**src/rtl/ifm_pkg.sv**
```systemverilog
// Shared types and constants for the IFM streaming controller.
// Holds the controller FSM encoding and the pipeline/kernel geometry.
package ifm_pkg;

   typedef enum logic [1:0] {
      IDLE,
      FETCH,
      DRAIN,
      DONE
   } state_e;

   localparam int KSIZE      = 3;
   localparam int MEM_RD_LAT = 1;
   localparam int DRAIN_CYC  = 2;

   // A frame needs at least one full window per row and at least one row.
   function automatic logic cfg_valid(input int w, input int h);
      return (w >= KSIZE) && (h != 0);
   endfunction

endpackage

```
**src/rtl/ifm_stream_ctrl_if.sv**
```systemverilog
// Host/SRAM/PE-facing signal bundle of the IFM streaming controller.
interface ifm_stream_ctrl_if #(
   parameter int ADDR_W = 12,
   parameter int DIM_W  = 8
);
   logic              start;
   logic [DIM_W-1:0]  img_w;
   logic [DIM_W-1:0]  img_h;
   logic [ADDR_W-1:0] base_addr;
   logic              pe_ready;
   logic              mem_rd_en;
   logic [ADDR_W-1:0] mem_addr;
   logic              ifm_read;
   logic              win_valid;
   logic [DIM_W-1:0]  win_col;
   logic [DIM_W-1:0]  win_row;
   logic              busy;
   logic              done;
   logic              cfg_err;

   modport slave (
      input  start, img_w, img_h, base_addr, pe_ready,
      output mem_rd_en, mem_addr, ifm_read, win_valid, win_col, win_row, busy, done, cfg_err
   );

   modport master (
      output start, img_w, img_h, base_addr, pe_ready,
      input  mem_rd_en, mem_addr, ifm_read, win_valid, win_col, win_row, busy, done, cfg_err
   );
endinterface

```
**src/rtl/ifm_addr_gen.sv**
```systemverilog
// Row/column counters and linear SRAM address for the IFM fetch sequence.
// Frame geometry is captured on load; the address runs linearly across rows.
module ifm_addr_gen
   import ifm_pkg::*;
#(
   parameter int ADDR_W = 12,
   parameter int DIM_W  = 8
) (
   input  logic              clk,
   input  logic              rst_n,
   input  logic              load,
   input  logic              step,
   input  logic              next_row,
   input  logic [DIM_W-1:0]  img_w,
   input  logic [DIM_W-1:0]  img_h,
   input  logic [ADDR_W-1:0] base_addr,
   output logic [DIM_W-1:0]  row,
   output logic [DIM_W-1:0]  col,
   output logic [ADDR_W-1:0] addr,
   output logic              last_col,
   output logic              last_row
);
   logic [DIM_W-1:0]  w_q, w_d, h_q, h_d;
   logic [DIM_W-1:0]  row_q, row_d, col_q, col_d;
   logic [ADDR_W-1:0] addr_q, addr_d;

   always_comb begin
      w_d    = w_q;
      h_d    = h_q;
      row_d  = row_q;
      col_d  = col_q;
      addr_d = addr_q;
      if (load) begin
         w_d    = img_w;
         h_d    = img_h;
         row_d  = '0;
         col_d  = '0;
         addr_d = base_addr;
      end else begin
         // addr wraps naturally at 2^ADDR_W
         if (step) begin
            col_d  = col_q + 1'b1;
            addr_d = addr_q + 1'b1;
         end
         if (next_row) begin
            row_d = row_q + 1'b1;
            col_d = '0;
         end
      end
   end

   always_ff @(posedge clk or negedge rst_n) begin
      if (!rst_n) begin
         w_q    <= '0;
         h_q    <= '0;
         row_q  <= '0;
         col_q  <= '0;
         addr_q <= '0;
      end else begin
         w_q    <= w_d;
         h_q    <= h_d;
         row_q  <= row_d;
         col_q  <= col_d;
         addr_q <= addr_d;
      end
   end

   assign row      = row_q;
   assign col      = col_q;
   assign addr     = addr_q;
   assign last_col = (col_q == w_q - 1'b1);
   assign last_row = (row_q == h_q - 1'b1);

endmodule

```
**src/rtl/ifm_stream_ctrl.sv**
```systemverilog
// Sequences IFM SRAM reads into the 3-tap shift buffer and flags complete
// windows to the PE; one row at a time with a fixed drain gap between rows.
module ifm_stream_ctrl
   import ifm_pkg::*;
#(
   parameter int ADDR_W = 12,
   parameter int DIM_W  = 8
) (
   input  logic             clk,
   input  logic             rst_n,
   ifm_stream_ctrl_if.slave bus
);
   localparam logic [1:0] DRAIN_LAST = 2'(DRAIN_CYC - 1);
   localparam logic [1:0] LOAD_SAT   = 2'(KSIZE - 1);

   state_e            state_q, state_d;
   logic [1:0]        drain_cnt_q, drain_cnt_d;
   logic              err_q, err_d;
   logic              load, step, next_row, mem_rd_en, cfg_ok;
   logic [DIM_W-1:0]  row, col;
   logic [ADDR_W-1:0] addr;
   logic              last_col, last_row;

   logic              ifm_read_q, ifm_read_d;
   logic [DIM_W-1:0]  rd_col_q, rd_col_d, rd_row_q, rd_row_d;
   logic [1:0]        load_cnt_q, load_cnt_d;
   logic              win_hit;
   logic              win_valid_q, win_valid_d;
   logic [DIM_W-1:0]  win_col_q, win_col_d, win_row_q, win_row_d;
   logic              done_q, done_d, cfg_err_q, cfg_err_d;

   assign cfg_ok = cfg_valid(int'(bus.img_w), int'(bus.img_h));

   ifm_addr_gen #(
      .ADDR_W (ADDR_W),
      .DIM_W  (DIM_W)
   ) u_addr_gen (
      .clk       (clk),
      .rst_n     (rst_n),
      .load      (load),
      .step      (step),
      .next_row  (next_row),
      .img_w     (bus.img_w),
      .img_h     (bus.img_h),
      .base_addr (bus.base_addr),
      .row       (row),
      .col       (col),
      .addr      (addr),
      .last_col  (last_col),
      .last_row  (last_row)
   );

   always_comb begin
      state_d     = state_q;
      drain_cnt_d = drain_cnt_q;
      err_d       = err_q;
      load        = 1'b0;
      step        = 1'b0;
      next_row    = 1'b0;
      mem_rd_en   = 1'b0;
      unique case (state_q)
         IDLE: begin
            if (bus.start) begin
               load    = 1'b1;
               err_d   = !cfg_ok;
               state_d = cfg_ok ? FETCH : DONE;
            end
         end
         FETCH: begin
            if (bus.pe_ready) begin
               mem_rd_en = 1'b1;
               step      = 1'b1;
               if (last_col) begin
                  state_d     = DRAIN;
                  drain_cnt_d = '0;
               end
            end
         end
         DRAIN: begin
            // Fixed gap lets the last samples of the row clear the buffer pipeline.
            if (drain_cnt_q == DRAIN_LAST) begin
               drain_cnt_d = '0;
               if (last_row) begin
                  state_d = DONE;
               end else begin
                  next_row = 1'b1;
                  state_d  = FETCH;
               end
            end else begin
               drain_cnt_d = drain_cnt_q + 1'b1;
            end
         end
         DONE:    state_d = IDLE;
         default: state_d = IDLE;
      endcase
   end

   always_comb begin
      ifm_read_d = mem_rd_en;
      rd_col_d   = rd_col_q;
      rd_row_d   = rd_row_q;
      if (mem_rd_en) begin
         rd_col_d = col;
         rd_row_d = row;
      end
      // load_cnt counts earlier samples of this row, saturating at KSIZE-1;
      // older buffer taps hold stale data from the previous row until then.
      win_hit    = ifm_read_q && (load_cnt_q == LOAD_SAT);
      load_cnt_d = load_cnt_q;
      if (load || next_row) begin
         load_cnt_d = '0;
      end else if (ifm_read_q && !win_hit) begin
         load_cnt_d = load_cnt_q + 1'b1;
      end
      win_valid_d = win_hit;
      win_col_d   = win_hit ? rd_col_q : win_col_q;
      win_row_d   = win_hit ? rd_row_q : win_row_q;
      done_d      = (state_q == DONE);
      cfg_err_d   = (state_q == DONE) && err_q;
   end

   always_ff @(posedge clk or negedge rst_n) begin
      if (!rst_n) begin
         state_q     <= IDLE;
         drain_cnt_q <= '0;
         err_q       <= 1'b0;
         ifm_read_q  <= 1'b0;
         rd_col_q    <= '0;
         rd_row_q    <= '0;
         load_cnt_q  <= '0;
         win_valid_q <= 1'b0;
         win_col_q   <= '0;
         win_row_q   <= '0;
         done_q      <= 1'b0;
         cfg_err_q   <= 1'b0;
      end else begin
         state_q     <= state_d;
         drain_cnt_q <= drain_cnt_d;
         err_q       <= err_d;
         ifm_read_q  <= ifm_read_d;
         rd_col_q    <= rd_col_d;
         rd_row_q    <= rd_row_d;
         load_cnt_q  <= load_cnt_d;
         win_valid_q <= win_valid_d;
         win_col_q   <= win_col_d;
         win_row_q   <= win_row_d;
         done_q      <= done_d;
         cfg_err_q   <= cfg_err_d;
      end
   end

   assign bus.mem_rd_en = mem_rd_en;
   assign bus.mem_addr  = addr;
   assign bus.ifm_read  = ifm_read_q;
   assign bus.win_valid = win_valid_q;
   assign bus.win_col   = win_col_q;
   assign bus.win_row   = win_row_q;
   assign bus.busy      = (state_q != IDLE);
   assign bus.done      = done_q;
   assign bus.cfg_err   = cfg_err_q;

endmodule
```
**src/flat_wrapper.sv**
```systemverilog
// flat-port wrapper written by rule: the top's interface ports become plain ports
module ifm_stream_ctrl_flat import ifm_pkg::*;
#(
   parameter int ADDR_W = 12,
   parameter int DIM_W  = 8
)
  (clk, rst_n, bus_start, bus_img_w, bus_img_h, bus_base_addr, bus_pe_ready, bus_mem_rd_en, bus_mem_addr, bus_ifm_read, bus_win_valid, bus_win_col, bus_win_row, bus_busy, bus_done, bus_cfg_err);
  ifm_stream_ctrl_if #(.ADDR_W(ADDR_W), .DIM_W(DIM_W)) bus_i ();
  input  logic clk;
  input  logic rst_n;
  input wire logic [$bits(bus_i.start)-1:0] bus_start;
  input wire logic [$bits(bus_i.img_w)-1:0] bus_img_w;
  input wire logic [$bits(bus_i.img_h)-1:0] bus_img_h;
  input wire logic [$bits(bus_i.base_addr)-1:0] bus_base_addr;
  input wire logic [$bits(bus_i.pe_ready)-1:0] bus_pe_ready;
  output wire logic [$bits(bus_i.mem_rd_en)-1:0] bus_mem_rd_en;
  output wire logic [$bits(bus_i.mem_addr)-1:0] bus_mem_addr;
  output wire logic [$bits(bus_i.ifm_read)-1:0] bus_ifm_read;
  output wire logic [$bits(bus_i.win_valid)-1:0] bus_win_valid;
  output wire logic [$bits(bus_i.win_col)-1:0] bus_win_col;
  output wire logic [$bits(bus_i.win_row)-1:0] bus_win_row;
  output wire logic [$bits(bus_i.busy)-1:0] bus_busy;
  output wire logic [$bits(bus_i.done)-1:0] bus_done;
  output wire logic [$bits(bus_i.cfg_err)-1:0] bus_cfg_err;
  assign bus_i.start = bus_start;
  assign bus_i.img_w = bus_img_w;
  assign bus_i.img_h = bus_img_h;
  assign bus_i.base_addr = bus_base_addr;
  assign bus_i.pe_ready = bus_pe_ready;
  assign bus_mem_rd_en = bus_i.mem_rd_en;
  assign bus_mem_addr = bus_i.mem_addr;
  assign bus_ifm_read = bus_i.ifm_read;
  assign bus_win_valid = bus_i.win_valid;
  assign bus_win_col = bus_i.win_col;
  assign bus_win_row = bus_i.win_row;
  assign bus_busy = bus_i.busy;
  assign bus_done = bus_i.done;
  assign bus_cfg_err = bus_i.cfg_err;
  ifm_stream_ctrl #(.ADDR_W(ADDR_W), .DIM_W(DIM_W)) u_core (.clk(clk), .rst_n(rst_n), .bus(bus_i));
endmodule
```
**config.mk**
```make
export PLATFORM = sky130hd
export DESIGN_NAME = ifm_stream_ctrl_flat
export DESIGN_NICKNAME = d
export VERILOG_FILES = /design/src/rtl/ifm_pkg.sv /design/src/rtl/ifm_stream_ctrl_if.sv /design/src/rtl/ifm_addr_gen.sv /design/src/rtl/ifm_stream_ctrl.sv /design/src/flat_wrapper.sv
export SDC_FILE = /design/constraint.sdc
export NUM_CORES = 1
export LEC_CHECK = 0
export BUFFER_PORTS_ARGS = -buffer_cell sky130_fd_sc_hd__buf_4
export CELL_PAD_IN_SITES_DETAIL_PLACEMENT = 1
export CELL_PAD_IN_SITES_GLOBAL_PLACEMENT = 1
export CORE_MARGIN = 1.5
export CORE_UTILIZATION = 39
export CTS_CLUSTER_SIZE = 10
export DETAILED_ROUTE_END_ITERATION = 16
export GPL_TIMING_DRIVEN = 0
export PLACE_DENSITY = 0.82
export SLEW_MARGIN = 20
export SYNTH_ARGS = -nofsm -noshare
export SYNTH_HDL_FRONTEND = slang
export SYNTH_SLANG_ARGS = --single-unit
```
**constraint.sdc**
```tcl
create_clock -name clk -period 2.6 [get_ports clk]
set_clock_uncertainty 0.2 [all_clocks]
set_input_delay 0.39 -clock clk [delete_from_list [all_inputs] [get_ports clk]]
set_output_delay 0.39 -clock clk [all_outputs]
set_load 0.02 [all_outputs]
```
==> Flow_metrics.wiki, run 1 <==
{| class="wikitable"
! Metric !! Value
|-
| Portion of total power attributed to the clock network || 16.6%
|-
| Final critical-path required period || ~2.6 ns
|-
| Final Hold Fails || 0
|-
| Synth Area in Adders || roughly 2.0%
|-
| Yosys top cell area share || 51.6%
|-
| Leading cell type in the layout, fill and taps excluded || sky130_fd_sc_hd__nand2_1
|-
| Reg power frac || 40.0%
|-
| Number of optimization iterations in the first detailed-route pass || 6
|-
| Total clock buffers created by CTS || 9
|-
| Pin count of the biggest net entering global routing || 88
|-
| Dominant cells by area after synthesis || sky130_fd_sc_hd__dfrtp_1 52%, sky130_fd_sc_hd__nand2_1 10%, sky130_fd_sc_hd__mux2_2 4.3%
|-
| Setup-failing EPs final || 8
|-
| Count of inserted antenna diode cells || 0
|-
| Startpoint of the lowest-slack register-to-register path || u_core.u_addr_gen.h_q[1]
|-
| Transition time at the pin with the least slew margin || 0.804 ns
|-
| Worst hold-check slack || 0.0115 ns
|-
| CP max stage cell || sky130_fd_sc_hd__or4_4
|-
| FP Rows || 37
|-
| Critical Path Max Stage Delay || 0.57 ns
|-
| Path category of the worst min-delay check || in -> reg
|-
| Most used cells in the layout excluding fill and tap cells || 114 x sky130_fd_sc_hd__nand2_1, 87 x sky130_fd_sc_hd__dfrtp_1, 80 x sky130_fd_sc_hd__buf_4
|-
| Highest fanout seen on the critical path || 6
|-
| Die outline width || 107 um
|-
| Violations in the final reports || negative setup slack
|-
| Highest ir drop seen on vdd || 0.494 mV
|-
| Aggregate global-route resource usage || 20.6%
|-
| CTS tree || yes
|-
| Clock tree root buffer cell || sky130_fd_sc_hd__clkbuf_8
|-
| Post-synthesis mux area share || under 10%
|-
| Kind of start point of the critical path || register
|-
| Worst endpoint required time || ~2.7 ns
|-
| Antenna violations before repair || 0
|-
| Number of warnings printed during yosys synthesis || 0
|-
| Number of levels in the clock H-tree || 3
|-
| Total power divided by cell area || roughly 1100 mW/mm2
|-
| Post-layout nets || 566
|-
| Category of the most critical setup path || reg -> reg
|-
| Worst reg2reg path endpoint || u_core.u_addr_gen.row[5]
|-
| Number of filler instances in the final layout || between 1,000 and 1,500
|-
| End of the critical path || u_core.u_addr_gen.row[5]
|-
| Peak Freq || 378 MHz
|-
| Initial core utilization || 40.5%
|-
| Fraction of layout cells with a size suffix above 1 || 27.0%
|-
| Outcome || finished with violations
|-
| Via-to-Cell Ratio || 5.37
|-
| Worst Setup End Kind || register
|-
| Number of distinct library cells after synthesis || 58
|-
| Worst Path Buf+Inv || 2
|-
| Area share of xor/xnor cells in the synthesized design || between 5 and 6%
|-
| CP cell instances || buf_6 -> or4_4 -> nor4_4 -> nor3b_4 -> a211oi_4 -> buf_4 -> o21ai_1 -> a21oi_1
|-
| Combinational family with the most area after synthesis || simple AND/OR/NAND/NOR gates
|-
| Sink count of the clock tree || 87
|-
| Cell area after layout || approximately 0.0053 mm2
|-
| Vias in the first global route || 3,771
|-
| Share of flip-flops with an asynchronous set or reset || 100%
|-
| PnR worst setup slack || -0.0459 ns
|-
| Total vias in the final route || approximately 3,600
|-
| Slew headroom || 46.4%
|-
| Overflow left after global routing || 0
|-
| Placeable core region || 0.0104 mm2
|-
| Share of the yosys chip area belonging to registers || a little over 50%
|-
| Post-Synthesis Cell Area || 0.00422 mm2
|-
| Placer's final routability congestion estimate || 0.807
|-
| Crit path max-delay family || simple AND/OR/NAND/NOR gates
|-
| Share of the synthesized area in compound gates (AO/OA/AOI/OAI) || 10.4%
|-
| Y dimension of the die || 107 um
|-
| Flip-flop and latch count after synthesis || 87
|-
| First-pass GRT wire length || 18,500 um
|-
| Count of final max-slew check failures || 0
|-
| Internal Dissipation || roughly 3.3 mW
|-
| I/O Buffers || 65
|-
| Fraction of the mapped netlist area in simple logic gates || 22.9%
|-
| DRC Markers || 0
|-
| DRC violation total after the first TritonRoute iteration || 93
|-
| DPL Wire Length || 7950 um
|-
| Leading area contributor after synthesis || sky130_fd_sc_hd__dfrtp_1
|-
| Top FF cell, synth || sky130_fd_sc_hd__dfrtp_1
|-
| Leakage || 2.54 nW
|-
| Reg2reg path depth || 8
|-
| Die area || 0.0114 mm2
|-
| RSZ-0062 raised after global routing || yes
|-
| Syn nets || 474
|-
| Final total negative setup slack || -0.181 ns
|-
| Post-synthesis area per instance || 9.67 um2
|-
| Number of enable flip-flop cells after synthesis || 0
|-
| Switching power share of the total || 42.5%
|-
| Clock-pin transition on the worst setup and hold timing paths || 0.10 ns
|-
| Comb pwr share || 43.4%
|-
| Total placed instance area || ~0.005 mm2
|-
| P&R area growth vs syn || 26.2%
|-
| Switching power of the nets || 2.43 mW
|-
| Launch point of the critical path || u_core.u_addr_gen.h_q[1]
|-
| Average routed wire per standard cell || 16.9 um
|-
| Core utilization of the finished layout || 51.1%
|-
| Clk buf depth || 2
|-
| Top-level I/O count || 66
|-
| Number of nets with antenna violations after routing || 0
|-
| Wire length reported by the detailed router || 11,300 um
|-
| DP Worst Slack || -0.259 ns
|-
| Clock insertion delay at the later pin of the skew report || 0.38 ns
|-
| Arrival time at the worst endpoint || 2.74 ns
|-
| Number of instances in the synthesized netlist || 436
|-
| Post-route clock period utilization || 102%
|-
| Flop2flop setup slack || -0.05 ns
|-
| Instance count on the critical path || 8
|-
| Number of maximum-capacitance violations || 0
|}
==> registers in the layout, indices dropped and copies added, names as in the netlist <==
signal and flops:
u_core.u_addr_gen.addr 12, u_core.bus.win_col 8, u_core.bus.win_row 8, u_core.rd_col_q 8, u_core.rd_row_q 8, u_core.u_addr_gen.col 8, u_core.u_addr_gen.h_q 8, u_core.u_addr_gen.row 8
u_core.u_addr_gen.w_q 8, u_core.drain_cnt_q 2, u_core.load_cnt_q 2, u_core.state_q 2, u_core.bus.cfg_err 1, u_core.bus.done 1, u_core.bus.ifm_read 1, u_core.bus.win_valid 1
u_core.err_q 1
==> cells by family after synthesis <==
logic type,Yosys count
adder cells (fa/ha/maj),7
buffers and inverters,28
multiplexers,18
XOR/XNOR,27
AND/OR/NAND/NOR,206
AO/OA/AOI/OAI,63
flip-flops,87
==> routing by layer <==
metal | share of wire [%] | vias up | track usage [%]
li1 | - | 1694 | -
met1 | 44 | 1810 | 25.9
met2 | 50 | 75 | 34.3
met3 | 4.4 | 13 | 4.50
met4 | 1.5 | 0 | 8.48
met5 | 0 | - | 0
==> worst min path at each step <==
| stage | start | endpoint | slack [ns] | cells after the start |
|---|---|---|---|---|
| 2_1_floorplan | rst_n | u_core.bus.cfg_err | -0.11 | 0 |
| 3_3_place_gp | u_core.err_q | u_core.err_q | 0.26 | 1 |
| 3_5_place_dp | u_core.err_q | u_core.err_q | 0.27 | 1 |
| 4_1_cts | bus_img_w[4] | u_core.u_addr_gen.w_q[4] | 0.003 | 3 |
| 5_1_grt | bus_img_w[4] | u_core.u_addr_gen.w_q[4] | 0.02 | 3 |
| 6_report | bus_img_w[4] | u_core.u_addr_gen.w_q[4] | 0.01 | 3 |
==> synthesized netlist by cell type (3+ instances only) <==
master                       n
sky130_fd_sc_hd__nor3_1      4
sky130_fd_sc_hd__o311ai_0    3
sky130_fd_sc_hd__o31ai_1     5
sky130_fd_sc_hd__nor4_1      5
sky130_fd_sc_hd__or3_1       6
sky130_fd_sc_hd__a211oi_1    3
sky130_fd_sc_hd__nor2_1     26
sky130_fd_sc_hd__clkbuf_1   13
sky130_fd_sc_hd__nand2_1   114
sky130_fd_sc_hd__nand3_1    11
sky130_fd_sc_hd__dfrtp_1    87
sky130_fd_sc_hd__a221o_1     3
sky130_fd_sc_hd__mux2_2     16
sky130_fd_sc_hd__xnor2_1    12
sky130_fd_sc_hd__and3_1      4
sky130_fd_sc_hd__o21ai_0    10
sky130_fd_sc_hd__buf_1       3
sky130_fd_sc_hd__a21oi_1    10
sky130_fd_sc_hd__inv_1      10
sky130_fd_sc_hd__or4_1       3
sky130_fd_sc_hd__or2_2       3
sky130_fd_sc_hd__xor2_1     15
sky130_fd_sc_hd__nand4_1     7
sky130_fd_sc_hd__ha_1        6
sky130_fd_sc_hd__a22oi_1     4
sky130_fd_sc_hd__and2_1      4
sky130_fd_sc_hd__o21ai_1     4
sky130_fd_sc_hd__o211ai_1    7
==> stage by stage <==
stage / total power [mW] / instances
2_1_floorplan: 3.65 / 436
3_3_place_gp: 4.31 / 637
4_1_cts: 5.51 / 654
5_1_grt: 6.10 / 669
3_5_place_dp: 4.48 / 637
6_report: 5.71 / 669
==> power by group through the flow <==
stage	clock network (mW)	logic (mW)	registers, mW
finish	0.947	2.48	2.28
global route	1.01	2.74	2.36
CTS	0.960	2.28	2.27
detailed placement	0	2.19	2.29
global placement	0	2.07	2.24
floorplan	0	1.30	2.36
==> repair_timing <==
item,in CTS,in global routing
hold endpoints to repair,0,87
cloned,0,1
gates resized for setup,8,19
endpoints found under the setup margin,21,19
hold buffers,0,1
setup buffers,2,14
pin swaps,2,9
==> worst reg2reg max path: stages (launching register included) <==
cell                       delay, ns
sky130_fd_sc_hd__dfrtp_1        0.42
sky130_fd_sc_hd__buf_6          0.13
sky130_fd_sc_hd__or4_4          0.57
sky130_fd_sc_hd__nor4_4         0.33
sky130_fd_sc_hd__nor3b_4        0.09
sky130_fd_sc_hd__a211oi_4       0.39
sky130_fd_sc_hd__buf_4          0.22
sky130_fd_sc_hd__o21ai_1        0.09
sky130_fd_sc_hd__a21oi_1        0.12
==> layout make-up <==
class                   count  area (um2)  area share (%)
inverters                  10        40.0           0.752
flip-flops and latches     87        2180            40.9
well taps                 136         170            3.20
repair buffers             83         637            12.0
multi-input cells         321        2030            38.2
clock buffers               9         124            2.33
plain buffers              16        72.6            1.36
clock inverters             7        71.3            1.34
(Power assumes the default switching activity.)
==> run 2: changes to the inputs <==
- CORE_UTILIZATION: 39 -> 40
- SYNTH_HIERARCHICAL: unset -> 1
==> run 2 against run 1 <==
Against the previous run:
- the run still ends with negative setup slack left
- combinational power rose by 15%
- clock-buffer cell count rose by 1
- sequential share of layout area rose by 0.74 points
- critical path type unchanged
- largest cell class unchanged
- highest routed layer unchanged
==> Flow_metrics.wiki, run 2 <==
{| class="wikitable"
! Metric !! Value
|-
| RSZ-0062 raised after global routing || yes
|-
| PnR Total Power || 6.19 mW
|-
| Inst Count DP || 575
|-
| I/O Buffers || 65
|-
| DRC Markers || 0
|-
| Cell area after layout || 0.00524 mm2
|-
| Switching power share of the total || 40.4%
|-
| Most used cells in the layout excluding fill and tap cells || 83 x sky130_fd_sc_hd__dfrtp_1, 73 x sky130_fd_sc_hd__buf_4, 28 x sky130_fd_sc_hd__nand2_1
|-
| Post-layout nets || slightly below 500
|-
| Crit path max-delay family || simple AND/OR/NAND/NOR gates
|-
| CTS tree || yes
|-
| Antenna violations before repair || 0
|-
| Core utilization of the finished layout || between 50 and 60%
|-
| Number of flip-flops in the largest register || 12
|-
| Post-Synthesis Cell Area || 0.00420 mm2
|-
| Launch point of the critical path || u_core/u_addr_gen/h_q[0]
|-
| Path category of the worst min-delay check || in -> reg
|-
| Startpoint of the lowest-slack register-to-register path || u_core/u_addr_gen/h_q[0]
|-
| Transition time at the pin with the least slew margin || ~0.77 ns
|-
| Most frequent cell after synthesis || sky130_fd_sc_hd__dfrtp_1
|-
| Post-route clock period utilization || 112%
|-
| Pin count of the biggest net entering global routing || 88
|-
| DP Worst Slack || -0.582 ns
|-
| Total placed instance area || slightly below 0.005 mm2
|-
| Number of maximum-capacitance violations || 0
|-
| Slew headroom || roughly 49%
|-
| DPL Wire Length || approximately 7300 um
|-
| Sink count of the clock tree || 87
|-
| Commonest cells in the netlist || 87 x sky130_fd_sc_hd__dfrtp_1, 29 x sky130_fd_sc_hd__nand2_1, 26 x sky130_fd_sc_hd__mux2_2, 26 x sky130_fd_sc_hd__nor2_1
|-
| Die area || 0.0111 mm2
|-
| Worst reg2reg path endpoint || u_core/u_addr_gen/row[7]
|-
| Flop2flop setup slack || -0.32 ns
|-
| Dominant cells by area after synthesis || sky130_fd_sc_hd__dfrtp_1 52%, sky130_fd_sc_hd__mux2_2 7.0%, sky130_fd_sc_hd__xnor2_1 4.4%
|-
| Die outline width || 105 um
|-
| P&R area growth vs syn || 24.8%
|-
| Number of distinct library cells after synthesis || 48
|-
| Leakage || 2.32 nW
|-
| Kind of start point of the critical path || register
|-
| Leading cell type in the layout, fill and taps excluded || sky130_fd_sc_hd__dfrtp_1
|-
| Count of final max-slew check failures || 0
|-
| Y dimension of the die || between 100 and 150 um
|-
| Post-synthesis area per instance || 11.2 um2
|-
| Placeable core region || 0.0102 mm2
|-
| Switching power of the nets || 2.50 mW
|-
| Final Hold Fails || 0
|-
| Arrival time at the worst endpoint || about 3 ns
|-
| Total vias in the final route || ~3,100
|-
| Portion of total power attributed to the clock network || 14.0%
|-
| Reg2reg path depth || 13
|-
| Number of instances in the synthesized netlist || around 370
|-
| Final critical-path required period || 2.92 ns
|-
| Syn nets || 412
|-
| Worst endpoint required time || ~2.6 ns
|-
| Category of the most critical setup path || reg -> reg
|-
| Critical Path Max Stage Delay || 0.43 ns
|-
| Outcome || finished with violations
|-
| Share of flip-flops with an asynchronous set or reset || 100%
|-
| Post-Layout Cell Count || about 600
|-
| Total clock buffers created by CTS || 9
|-
| Share of the yosys chip area belonging to registers || 51.8%
|-
| Setup-failing EPs final || 17
|-
| Top FF cell, synth || sky130_fd_sc_hd__dfrtp_1
|-
| Count of inserted antenna diode cells || 0
|-
| Number of levels in the clock H-tree || 3
|-
| Internal Dissipation || 3.69 mW
|-
| Wire length reported by the detailed router || slightly above 10,000 um
|-
| Number of nets with antenna violations after routing || 0
|-
| Vias in the first global route || between 3,000 and 4,000
|-
| Final total negative setup slack || -4.12 ns
|-
| Leading area contributor after synthesis || sky130_fd_sc_hd__dfrtp_1
|-
| Fraction of layout cells with a size suffix above 1 || 35.0%
|-
| Clock-pin transition on the worst setup and hold timing paths || 0.09 ns
|-
| Total power divided by cell area || approximately 1200 mW/mm2
|-
| Top-level I/O count || 66
|-
| CP max stage cell || sky130_fd_sc_hd__dfrtp_1
|-
| Overflow left after global routing || 0
|-
| Flip-flop and latch count after synthesis || 87
|-
| Peak Freq || 343 MHz
|-
| DRC violation total after the first TritonRoute iteration || 126
|-
| Reg power frac || 39.8%
|-
| Worst hold-check slack || 0.0449 ns
|-
| Number of enable flip-flop cells after synthesis || 0
|-
| Highest fanout seen on the critical path || 4
|-
| Clock insertion delay at the later pin of the skew report || 0.36 ns
|-
| Worst Path Buf+Inv || 1
|-
| First-pass GRT wire length || 16,900 um
|-
| FP Rows || 37
|-
| Worst Setup End Kind || register
|-
| Initial core utilization || between 40% and 50%
|-
| Min-delay src || bus_base_addr[3]
|-
| Yosys top cell area share || between 50% and 60%
|-
| Cell count of the worst hold path || 3
|-
| CP cell instances || or2_1 -> xnor2_1 -> a31oi_1 -> or3b_1 -> a211oi_2 -> or3b_1 -> nor2b_1 -> buf_4 -> nand4_1 -> nor2_1 -> nand2_1 -> xor2_1 -> nor2_1
|-
| Highest ir drop seen on vdd || 0.466 mV
|-
| Number of warnings printed during yosys synthesis || 6
|-
| Via-to-Cell Ratio || around 5.2
|-
| Comb pwr share || 46.1%
|-
| Average routed wire per standard cell || 17.0 um
|-
| Worst Hold End || u_core/u_addr_gen/addr[3]
|-
| Aggregate global-route resource usage || between 10% and 20%
|-
| PnR worst setup slack || -0.316 ns
|-
| Clock tree root buffer cell || sky130_fd_sc_hd__clkbuf_8
|-
| Number of optimization iterations in the first detailed-route pass || 4
|-
| Placer's final routability congestion estimate || 0.753
|-
| Clk buf depth || 2
|-
| Violations in the final reports || negative setup slack
|}
-- run 2: cell count changes after synthesis, sizes merged, moves of 5 or more --
cell    previous run  this run
mux2              16        44
o31ai              5         0
o21ai             15        24
xor2              15        21
o211ai             7         0
xnor2             12        21
nand2            114        30
-- run 2: repair_timing --
action                     4_1_cts  5_1_grt
gates resized for setup         18       16
hold endpoints to repair         0       87
buffers inserted                 7        1
gates cloned                     0        0
pin swaps                       14       16
setup endpoints to repair       23       30
hold buffers                     0        1
-- run 2: worst register-to-register path, cell delays in order, from the launching register on --
cell	delay (ns)
sky130_fd_sc_hd__dfrtp_1	0.43
sky130_fd_sc_hd__or2_1	0.34
sky130_fd_sc_hd__xnor2_1	0.16
sky130_fd_sc_hd__a31oi_1	0.16
sky130_fd_sc_hd__or3b_1	0.15
sky130_fd_sc_hd__a211oi_2	0.08
sky130_fd_sc_hd__or3b_1	0.39
sky130_fd_sc_hd__nor2b_1	0.13
sky130_fd_sc_hd__buf_4	0.14
sky130_fd_sc_hd__nand4_1	0.16
sky130_fd_sc_hd__nor2_1	0.17
sky130_fd_sc_hd__nand2_1	0.09
sky130_fd_sc_hd__xor2_1	0.14
sky130_fd_sc_hd__nor2_1	0.05
-- run 2: how the worst max path moves through the flow --
stage                                           to  slack (ns)  cells past startpoint
final                     u_core/u_addr_gen/row[7]       -0.32                     13
after global routing      u_core/u_addr_gen/row[5]       -0.45                     13
after global placement    u_core/u_addr_gen/col[5]       -0.42                     12
after CTS                 u_core/u_addr_gen/col[7]       -0.36                     12
after detailed placement  u_core/u_addr_gen/col[5]       -0.58                     12
after floorplan           u_core/u_addr_gen/row[5]       -0.08                     11
-- run 2: final cells by class --
class,count,area [um2]
inverters,14,52.6
plain buffers,15,81.3
well taps,136,170
multi-input cells,257,2010
clock inverters,6,45.0
repair buffers,74,562
fillers,1142,4990
clock buffers,10,138
flip-flops and latches,87,2180
-- run 2: kinds of logic after synthesis --
kind of cell,share of synthesized area [%]
flip-flops,51.8
XOR/XNOR,8.76
AND/OR/NAND/NOR,14.7
AO/OA/AOI/OAI,6.44
adder cells (fa/ha/maj),1.79
buffers and inverters,3.13
multiplexers,13.3
-- run 2: power by group through the flow --
stage | registers [mW] | clock network (mW) | logic, mW
final | 2.47 | 0.870 | 2.86
after global routing | 2.56 | 0.954 | 3.12
after CTS | 2.47 | 0.901 | 2.80
after detailed placement | 2.48 | 0 | 2.61
after global placement | 2.43 | 0 | 2.46
after floorplan | 2.56 | 0 | 1.61
-- run 2: per-layer routing --
metal / vias to the layer above / GRT usage, % / part of all wire (%)
li1: 1463 / - / -
met1: 1561 / 24.9 / 44
met2: 77 / 32.2 / 49
met3: 7 / 5.75 / 6.1
met4: 0 / 5.38 / 0.73
met5: - / 0 / 0
